===== config.mk =====
export PLATFORM = sky130hd
export DESIGN_NAME = fetch_controller
export DESIGN_NICKNAME = d
export VERILOG_FILES = /design/src/rtl/fetch_controller.sv
export SDC_FILE = /design/constraint.sdc
export NUM_CORES = 1
export LEC_CHECK = 0
export ABC_AREA = 1
export BUFFER_PORTS_ARGS = -buffer_cell sky130_fd_sc_hd__buf_2
export CELL_PAD_IN_SITES_DETAIL_PLACEMENT = 0
export CELL_PAD_IN_SITES_GLOBAL_PLACEMENT = 1
export CORE_ASPECT_RATIO = 0.5
export CORE_MARGIN = 2
export CORE_UTILIZATION = 34
export DETAILED_ROUTE_END_ITERATION = 10
export HOLD_SLACK_MARGIN = 0.15
export PLACE_DENSITY = 0.84
export SLEW_MARGIN = 30
export SYNTH_ARGS = -nofsm -noshare
export SYNTH_HDL_FRONTEND = slang
export SYNTH_SLANG_ARGS = --single-unit

===== constraint.sdc =====
create_clock -name clk -period 1.7 [get_ports clk]
set_input_delay 0.255 -clock clk [delete_from_list [all_inputs] [get_ports clk]]
set_output_delay 0.255 -clock clk [all_outputs]
set_load 0.01 [all_outputs]

===== src/rtl/fetch_controller.sv =====
// Instruction fetch/dispatch sequencer: fetches the hi/lo instruction words,
// hands the instruction to execute, owns the pc and stops on the HALT opcode.
package fetch_pkg;
    localparam int WORD_SIZE   = 8;
    localparam int OPCODE_BITS = 5;
endpackage

module fetch_controller
    import fetch_pkg::*;
#(
    parameter int                     ADDR_BITS   = 8,
    parameter logic [ADDR_BITS-1:0]   RESET_PC    = '0,
    parameter logic [OPCODE_BITS-1:0] HALT_OPCODE = 5'h1F
) (
    input  logic                 clk,
    input  logic                 rst,
    input  logic                 run,
    output logic                 mem_req,
    output logic [ADDR_BITS-1:0] mem_addr,
    input  logic                 mem_ack,
    input  logic [WORD_SIZE-1:0] mem_rdata,
    output logic [WORD_SIZE-1:0] inst_hi,
    output logic [WORD_SIZE-1:0] inst_lo,
    output logic                 inst_valid,
    output logic                 exec_start,
    input  logic                 exec_done,
    input  logic                 pc_load,
    input  logic [ADDR_BITS-1:0] pc_target,
    output logic [ADDR_BITS-1:0] pc,
    output logic                 halted
);

    typedef enum logic [2:0] {
        S_IDLE,
        S_FETCH_HI,
        S_FETCH_LO,
        S_DISPATCH,
        S_EXEC_WAIT,
        S_HALT
    } state_t;

    localparam logic [ADDR_BITS-1:0] PC_STEP = {{(ADDR_BITS-1){1'b0}}, 1'b1};

    state_t state;
    logic   is_halt;

    assign is_halt = (inst_hi[WORD_SIZE-1 -: OPCODE_BITS] == HALT_OPCODE);

    always_ff @(posedge clk or posedge rst) begin
        if (rst) begin
            state   <= S_IDLE;
            pc      <= RESET_PC;
            inst_hi <= '0;
            inst_lo <= '0;
        end else begin
            unique case (state)
                S_IDLE: begin
                    if (run) state <= S_FETCH_HI;
                end
                S_FETCH_HI: begin
                    if (mem_ack) begin
                        inst_hi <= mem_rdata;
                        pc      <= pc + PC_STEP;
                        state   <= S_FETCH_LO;
                    end
                end
                S_FETCH_LO: begin
                    if (mem_ack) begin
                        inst_lo <= mem_rdata;
                        pc      <= pc + PC_STEP;
                        state   <= S_DISPATCH;
                    end
                end
                S_DISPATCH: begin
                    state <= is_halt ? S_HALT : S_EXEC_WAIT;
                end
                S_EXEC_WAIT: begin
                    // pc already points past the low word, so no jump means fall through
                    if (exec_done) begin
                        if (pc_load) pc <= pc_target;
                        state <= S_FETCH_HI;
                    end
                end
                S_HALT: begin
                    state <= S_HALT;
                end
                default: begin
                    state <= S_IDLE;
                end
            endcase
        end
    end

    assign mem_req    = (state == S_FETCH_HI) || (state == S_FETCH_LO);
    assign mem_addr   = pc;
    assign inst_valid = (state == S_DISPATCH) || (state == S_EXEC_WAIT);
    assign exec_start = (state == S_DISPATCH) && !is_halt;
    assign halted     = (state == S_HALT);

endmodule


## Yosys cells after proc, flatten, opt, wreduce, memory -nomap -nowiden

Index checks and enable logic that the tools add are counted.

| operators by class | value |
|---|---|
| $add $sub $neg | 1 |
| multiply operators | 0 |
| divide/modulo/power cells | 0 |
| order comparisons | 0 |
| equal/unequal tests | 12 |
| shift-type cells | 0 |
| mux-type cells | 10 |
| bitwise logic cells | 0 |
| reductions and logical operators | 11 |

Operators with widths:

| operator | count |
|---|---|
| $mux W8 | 3 |
| $pmux W3 S6 | 1 |
| $pmux W8 S2 | 1 |
| $mux W3 | 4 |
| $ne A2 B2 Y1 const B | 5 |
| $add A8 B1 Y8 const B | 1 |
| $reduce_and A4 Y1 | 2 |
| $eq A3 B2 Y1 const B | 2 |
| $eq A3 B3 Y1 const B | 2 |
| $eq A5 B5 Y1 const B | 1 |
| $reduce_and A2 Y1 | 2 |
| $eq A3 B1 Y1 const B | 1 |
| $logic_not A3 Y1 | 1 |
| $logic_or A1 B1 Y1 | 2 |
| $ne A2 B1 Y1 const B | 1 |
| $reduce_bool A2 Y1 | 1 |
| $reduce_or A2 Y1 | 1 |
| $logic_and A1 B1 Y1 | 1 |
| $logic_not A1 Y1 | 1 |
| $mux W1 | 1 |

| storage, ports and cells | value |
|---|---|
| bits in registers | 27 |
| bits in latches | 0 |
| memory bits (writable) | 0 |
| bits in read-only memories | 0 |
| input port bits | 22 |
| output and inout bits | 36 |
| word-level logic and storage cells | 38 |
| memories kept | 0 |

## Longest topological paths before layout

Gate-level depths: netlist of the first run.

| depth | value |
|---|---|
| depth in word-level cells | 4 |
| mapped depth | 8 |
| depth with buffers taken out | 8 |

## Worst setup path before layout of the first run

OpenSTA, ideal clock, no wires.

| timing path | value |
|---|---|
| kind | register to register |
| start | reg pc[0] (netlist: mem_addr[0]) |
| end | reg pc[2] (netlist: mem_addr[2]) |
| arrival | 1.130 ns |
| data required time | 1.583 ns |
| setup slack | 0.453 ns |
| cell stages (with the launch flop) | 7 |
| path buffers | 0 |
| clock period less this slack | 1.247 ns |
| cells stage by stage | dfrtp_1 -> ha_1 -> or2_2 -> nand3_1 -> nand2_1 -> nand2_1 -> nand2_1 |

| on the way | value |
|---|---|
| word-level cells in the longest chain between the ends | 3 |

RTL lines:

| item | RTL line | source |
|---|---|---|
| start: declaration | 29 | `output logic [ADDR_BITS-1:0] pc,` |
| start signal: assignment | 63 | `pc <= pc + PC_STEP;` |
| start signal: assignment | 70 | `pc <= pc + PC_STEP;` |
| start signal: assignment | 80 | `if (pc_load) pc <= pc_target;` |
| $add A8 B1 Y8 | 63, 70 |  |
| $mux W8 | 61, 68 |  |
| $pmux W8 S2 | 56 | `unique case (state)` |

Every way passes these cells. The select of a mux whose other input is x is not followed.
A chain may end at the register's enable or synchronous reset.

## Final worst setup path of the first run

| timing path | value |
|---|---|
| start | reg state[1] |
| end | out inst_valid |

| on the way | value |
|---|---|
| word-level cells in the longest chain between the ends | 2 |
| elaborated cells between the ends (all ways) | 3 |

RTL lines:

| item | RTL line | source |
|---|---|---|
| start: declaration | 44 | `state_t state;` |
| start signal: assignment | 75 | `state <= is_halt ? S_HALT : S_EXEC_WAIT;` |
| $eq A3 B2 Y1 or $eq A3 B3 Y1 (tied branches) | 96 | `assign inst_valid = (state == S_DISPATCH) \|\| (state == S_EXEC_WAIT);` |
| $logic_or A1 B1 Y1 (*) | 96 |  |
| end: declaration | 24 | `output logic inst_valid,` |

Every way passes the cells marked *; elsewhere a longest branch is shown, timed or not.

==> reports/metrics.cfg, run 1 <==
[routing]
drt_iter0_drc=23
wl_per_cell_um=10.9
drc=0
antenna_left=0
drt_wl_total_mm=3.38
avgViaCountPerCell=4.50
vias=1390
dr.pass1.iters=4

[logic_synthesis]
synth_top_area_frac=0.447
synth_area_um2=1510
ys.flop_type=dfrtp_1
netlist-cell-type-count=19
synthesis.nets=223
async_reset_ff_frac=1.00
yosysWarnings=0
synth-seq-cells=27
yosysTopAreaCell=dfrtp_1
yosys-top-cells-area=dfrtp_1 45%, nand2_1 17%, nand3_1 7.3%
yosysMostFrequentCell=nand2_1
synth_common_cells=70 x nand2_1, 27 x dfrtp_1, 24 x inv_1, 22 x nand3_1, 10 x nor2_1
synth_cells=200
avgSynthCellArea_um2=7.56
synth-edff-count=0
yosysSeqAreaShare=0.447

[die]
die_w_um=98.3
die_y_um=51.1
dieArea_um2=5030
io_pins=58
core_um2=4340
initial_utilization=0.348
fp-row-count=17

[placed_design]
hpwl_mm=2.57
gp_congestion=0.808
place_area_um2=1780
dp_cells=304
portBuffers=57

[layout]
stdcell_count=309
areaGrowthSynthToFinish_pct=22.0
num-fill-cells=480
diodes=0
drive_gt1_frac=0.329
multi_input_comb_area_um2=647
ff_latch_area_um2=677
fin_util=0.425
layout.nets=276
stdcell_area_um2=1840

[timing]
worstMarginPinSlew_ps=397
whs_ps=231
fin_setup_tns_ps=0
clock_skew_ps=2.58
max_freq_mhz=619
slew_headroom=0.735
hold_violations=0
final-setup-viol-count=0
slew_violations=0
fin_crit_ps=1620
layout_worst_path_cycle_share=0.951

[power]
pwr_density_cell_nw_per_um2=1770
peakVddDrop_mv=0.588
leakage_nw=1.07

[worst_setup_path]
r2r-start=state[0]$_DFFE_PP0P_
crit_path_end_kind=output pin
ff2ff_setup_slack_ps=190
critPathLaunchType=flip-flop
required_ps=1440
worstPathArrival_ps=1360
reg2reg_to=mem_addr[0]$_DFFE_PP0P_
r2r_cells=7
crit_fanout=10
path_class=flip-flop to output pin

[global_routing]
grt_max_degree=28
grt_overflow=0
busiest_layer=met2
grt_use_met2=0.245
antenna_found_initial=0
grt_pass1_wl_mm=5.53
met1_usage=0.172
grt_util_all_layers=0.138
grtUsageMet3=0.0342
grt_pass1_vias=1243

[clocking]
htreeDepth=1
clockBufferDepth=2
cts.clk_slew.worst_paths_ps=100
cts_setup_buffers=0
clock_sinks=27
cts_tree=done
cts_buffers=3
clk_latency_ps=270
cts-root-buf=clkbuf_8

[min_path]
hold_depth=3
worstHoldStart=mem_rdata[7]
hp-class=input port to flip-flop
holdPathEnd=inst_lo[7]$_DFFE_PP0P_

[flow_run]
maxCapViolations=0

[outcome]
status=complete, no violations

==> logic make-up (layout without fill, tap and decap cells) <==
kind of cell | after synthesis | in the layout | share of synthesized area
compound gates | 22 | 22 | 0.0952
fa+ha+maj | 1 | 1 | 0.00828
buf+inv | 37 | 89 | 0.127
flops | 27 | 27 | 0.447
simple gates | 113 | 113 | 0.323
==> cells in the final DEF, fill, tap and decap left out, drive strengths merged, types with 2 or more instances in the layout <==
master and count:
nor2 11, nand2 74, clkbuf 3, dfrtp 27, inv 26, nand3 24
o21ai 21, nand3b 2, buf 58
==> flip-flops by register name, summed over array words and instances (netlist names) <==
register,flops
inst_lo,8
inst_hi,8
mem_addr,8
state,3
==> routing by layer <==
| metal | vias to the layer above | share of wire | wire, µm |
|---|---|---|---|
| li1 | 726 | - | - |
| met1 | 627 | 0.48 | 1610 |
| met2 | 33 | 0.46 | 1570 |
| met3 | 4 | 0.047 | 159 |
| met4 | 0 | 0.011 | 36 |
| met5 | - | 0 | 0 |
==> report_power, final <==
group / total (mW) / switching, mW / internal (mW)
clock network: 0.378 / 0.211 / 0.167
registers: 1.24 / 0.299 / 0.944
logic: 1.64 / 0.984 / 0.659
==> layout make-up <==
| cell class | instances | share of cell area |
|---|---|---|
| clock inverter | 1 | 0.00407 |
| clock buffer | 3 | 0.0224 |
| tap | 57 | 0.0387 |
| inverter | 26 | 0.0529 |
| sequential | 27 | 0.367 |
| timing repair buffer | 59 | 0.164 |
| multi-input combinational | 136 | 0.351 |
==> worst max-delay path by stage <==
stage / start / to / slack [ps]
6_report: state[1]$_DFFE_PP0P_ / inst_valid / 80
5_1_grt: state[0]$_DFFE_PP0P_ / inst_valid / -10
4_1_cts: state[0]$_DFFE_PP0P_ / inst_valid / 70
3_5_place_dp: state[2]$_DFFE_PP0P_ / mem_addr[0]$_DFFE_PP0P_ / 220
3_3_place_gp: state[2]$_DFFE_PP0P_ / mem_addr[3]$_DFFE_PP0P_ / 280
2_1_floorplan: mem_addr[0]$_DFFE_PP0P_ / mem_addr[2]$_DFFE_PP0P_ / 450
==> critical path: stages, from the launching register on <==
cell and delay, ps:
dfrtp_1 470, nor2_2 210, nand2_2 190, nand2_1 100, buf_2 120
==> timing repair <==
| action | CTS | global route |
|---|---|---|
| endpoints found under the hold margin | 27 | 0 |
| resized for setup | 0 | 2 |
| hold buffers | 1 | 0 |
| setup endpoints to repair | 0 | 4 |
==> stage by stage <==
step                      power (mW)  setup WS [ps]
after floorplan                 2.44            453
after global placement          2.88            284
after detailed placement        2.90            222
after CTS                       3.29           73.0
after global routing            3.58          -13.8
final                           3.27           83.4
Note: power is estimated with default switching activity, not from simulation.
==> inputs of run 2 (changes only) <==
--- a/config.mk
+++ b/config.mk
@@ -15,6 +15,7 @@
 export DETAILED_ROUTE_END_ITERATION = 10
 export HOLD_SLACK_MARGIN = 0.15
 export PLACE_DENSITY = 0.84
+export RECOVER_POWER = 25
 export SLEW_MARGIN = 30
 export SYNTH_ARGS = -nofsm -noshare
 export SYNTH_HDL_FRONTEND = slang
==> run 2 against run 1 <==
Compared with the run above: combinational power about the same; count of clock-buffer cells in the layout unchanged; setup slack unchanged; die area unchanged; critical path depth unchanged; clock skew unchanged; routed wire length about the same; first-iteration DRC count decreased by 4.3%; utilization decreased by 0.058 points; sequential power about the same.
==> reports/metrics.cfg, run 2 (synthesis results as in run 1) <==
[clocking]
cts_buffers=3
clockBufferDepth=2
clock_sinks=27
cts-root-buf=clkbuf_8
clk_latency_ps=270
cts.clk_slew.worst_paths_ps=100
htreeDepth=1
cts_tree=done

[worst_setup_path]
crit_fanout=10
required_ps=1440
worstPathArrival_ps=1360
critPathLaunchType=flip-flop
crit_path_end_kind=output pin
path_class=flip-flop to output pin

[placed_design]
gp_congestion=0.808
hpwl_mm=2.57
portBuffers=57
dp_cells=304

[timing]
slew_violations=0
clock_skew_ps=2.58
max_freq_mhz=619
slew_headroom=0.558
layout_worst_path_cycle_share=0.951
worstMarginPinSlew_ps=663
final-setup-viol-count=0
whs_ps=231
fin_crit_ps=1620
hold_violations=0

[routing]
wl_per_cell_um=10.9
avgViaCountPerCell=4.50
antenna_left=0
drt_wl_total_mm=3.38
vias=1390
dr.pass1.iters=4
drt_iter0_drc=22
drc=0

[global_routing]
grt_overflow=0
grt_max_degree=28
grt_pass1_wl_mm=5.53
antenna_found_initial=0
grt_pass1_vias=1243
grt_util_all_layers=0.138

[layout]
areaGrowthSynthToFinish_pct=21.9
drive_gt1_frac=0.329
diodes=0
layout.nets=276
stdcell_count=309
layout_common_cells=70 x nand2_1, 57 x buf_2, 26 x dfrtp_1, 24 x inv_1, 22 x nand3_1
mostFrequentLayoutCell=nand2_1

[power]
peakVddDrop_mv=0.588
pwr_density_cell_nw_per_um2=1770
leakage_nw=1.07
finalPower_mw=3.26

[die]
initial_utilization=0.348
dieArea_um2=5030
fp-row-count=17
die_w_um=98.3
io_pins=58
die_y_um=51.1
core_um2=4340

[flow_run]
maxCapViolations=0

[outcome]
status=complete, no violations

[min_path]
hp-class=input port to flip-flop

-- run 2: changes by cell type in the layout (fill, tap and decap cells not counted) --
cell | previous run | this run
buf_4 | 1 | 0
clkbuf_2 | 0 | 1
-- run 2: path summary, 6_finish.rpt --
path / slack, ps / cells after the start / endpoint / startpoint
max: 80 / 4 / inst_valid / state[1]$_DFFE_PP0P_
min in group asynchronous: 680 / 4 / inst_hi[6]$_DFFE_PP0P_ / rst
max reg2reg: 190 / 7 / mem_addr[0]$_DFFE_PP0P_ / state[0]$_DFFE_PP0P_
max in group asynchronous: 550 / 4 / state[2]$_DFFE_PP0P_ / rst
min: 230 / 3 / inst_lo[7]$_DFFE_PP0P_ / mem_rdata[7]
min reg2reg: 490 / 2 / inst_lo[1]$_DFFE_PP0P_ / inst_lo[1]$_DFFE_PP0P_
-- run 2: through the flow --
step / utilization / setup WS, ps / setup TNS [ps] / instance area, µm²
floorplan: - / 453 / 0 / 1510
global placement: 0.411 / 284 / 0 / 1780
detailed placement: 0.411 / 222 / 0 / 1780
CTS: 0.424 / 73.0 / 0 / 1840
global route: 0.424 / -13.8 / -13.8 / 1840
finish: 0.424 / 83.4 / 0 / 1840
-- run 2: power breakdown --
part | switching (mW) | total, mW | internal [mW]
clock | 0.211 | 0.378 | 0.167
combinational | 0.984 | 1.64 | 0.659
sequential | 0.299 | 1.24 | 0.944
total | 1.49 | 3.26 | 1.77
-- run 2: per-layer routing --
metal / up-vias / global-route usage / routed length [µm]
met3: 4 / 0.0342 / 159
met1: 627 / 0.172 / 1610
met4: 0 / 0.0320 / 36
met2: 33 / 0.245 / 1570
li1: 726 / - / -
met5: - / 0 / 0
-- run 2: worst max-delay path, cell delays in order, from the launching register on --
cell	delay, ps
dfrtp_1	470
nor2_2	210
nand2_2	190
nand2_1	100
buf_2	120
-- run 2: what timing repair did --
action / CTS / global route
endpoints found under the setup margin: 0 / 4
resized for setup: 0 / 2
hold buffers: 1 / 0
endpoints found under the hold margin: 27 / 0
setup buffers: 0 / 0
-- run 2: area by class of cell --
class                           instances  area (µm²)
Fill cell                             479        2500
Sequential cell                        27         677
Timing Repair Buffer                   59         300
Clock inverter                          1        7.51
Clock buffer                            3        41.3
Inverter                               26        97.6
Tap cell                               57        71.3
Multi-Input combinational cell        136         647
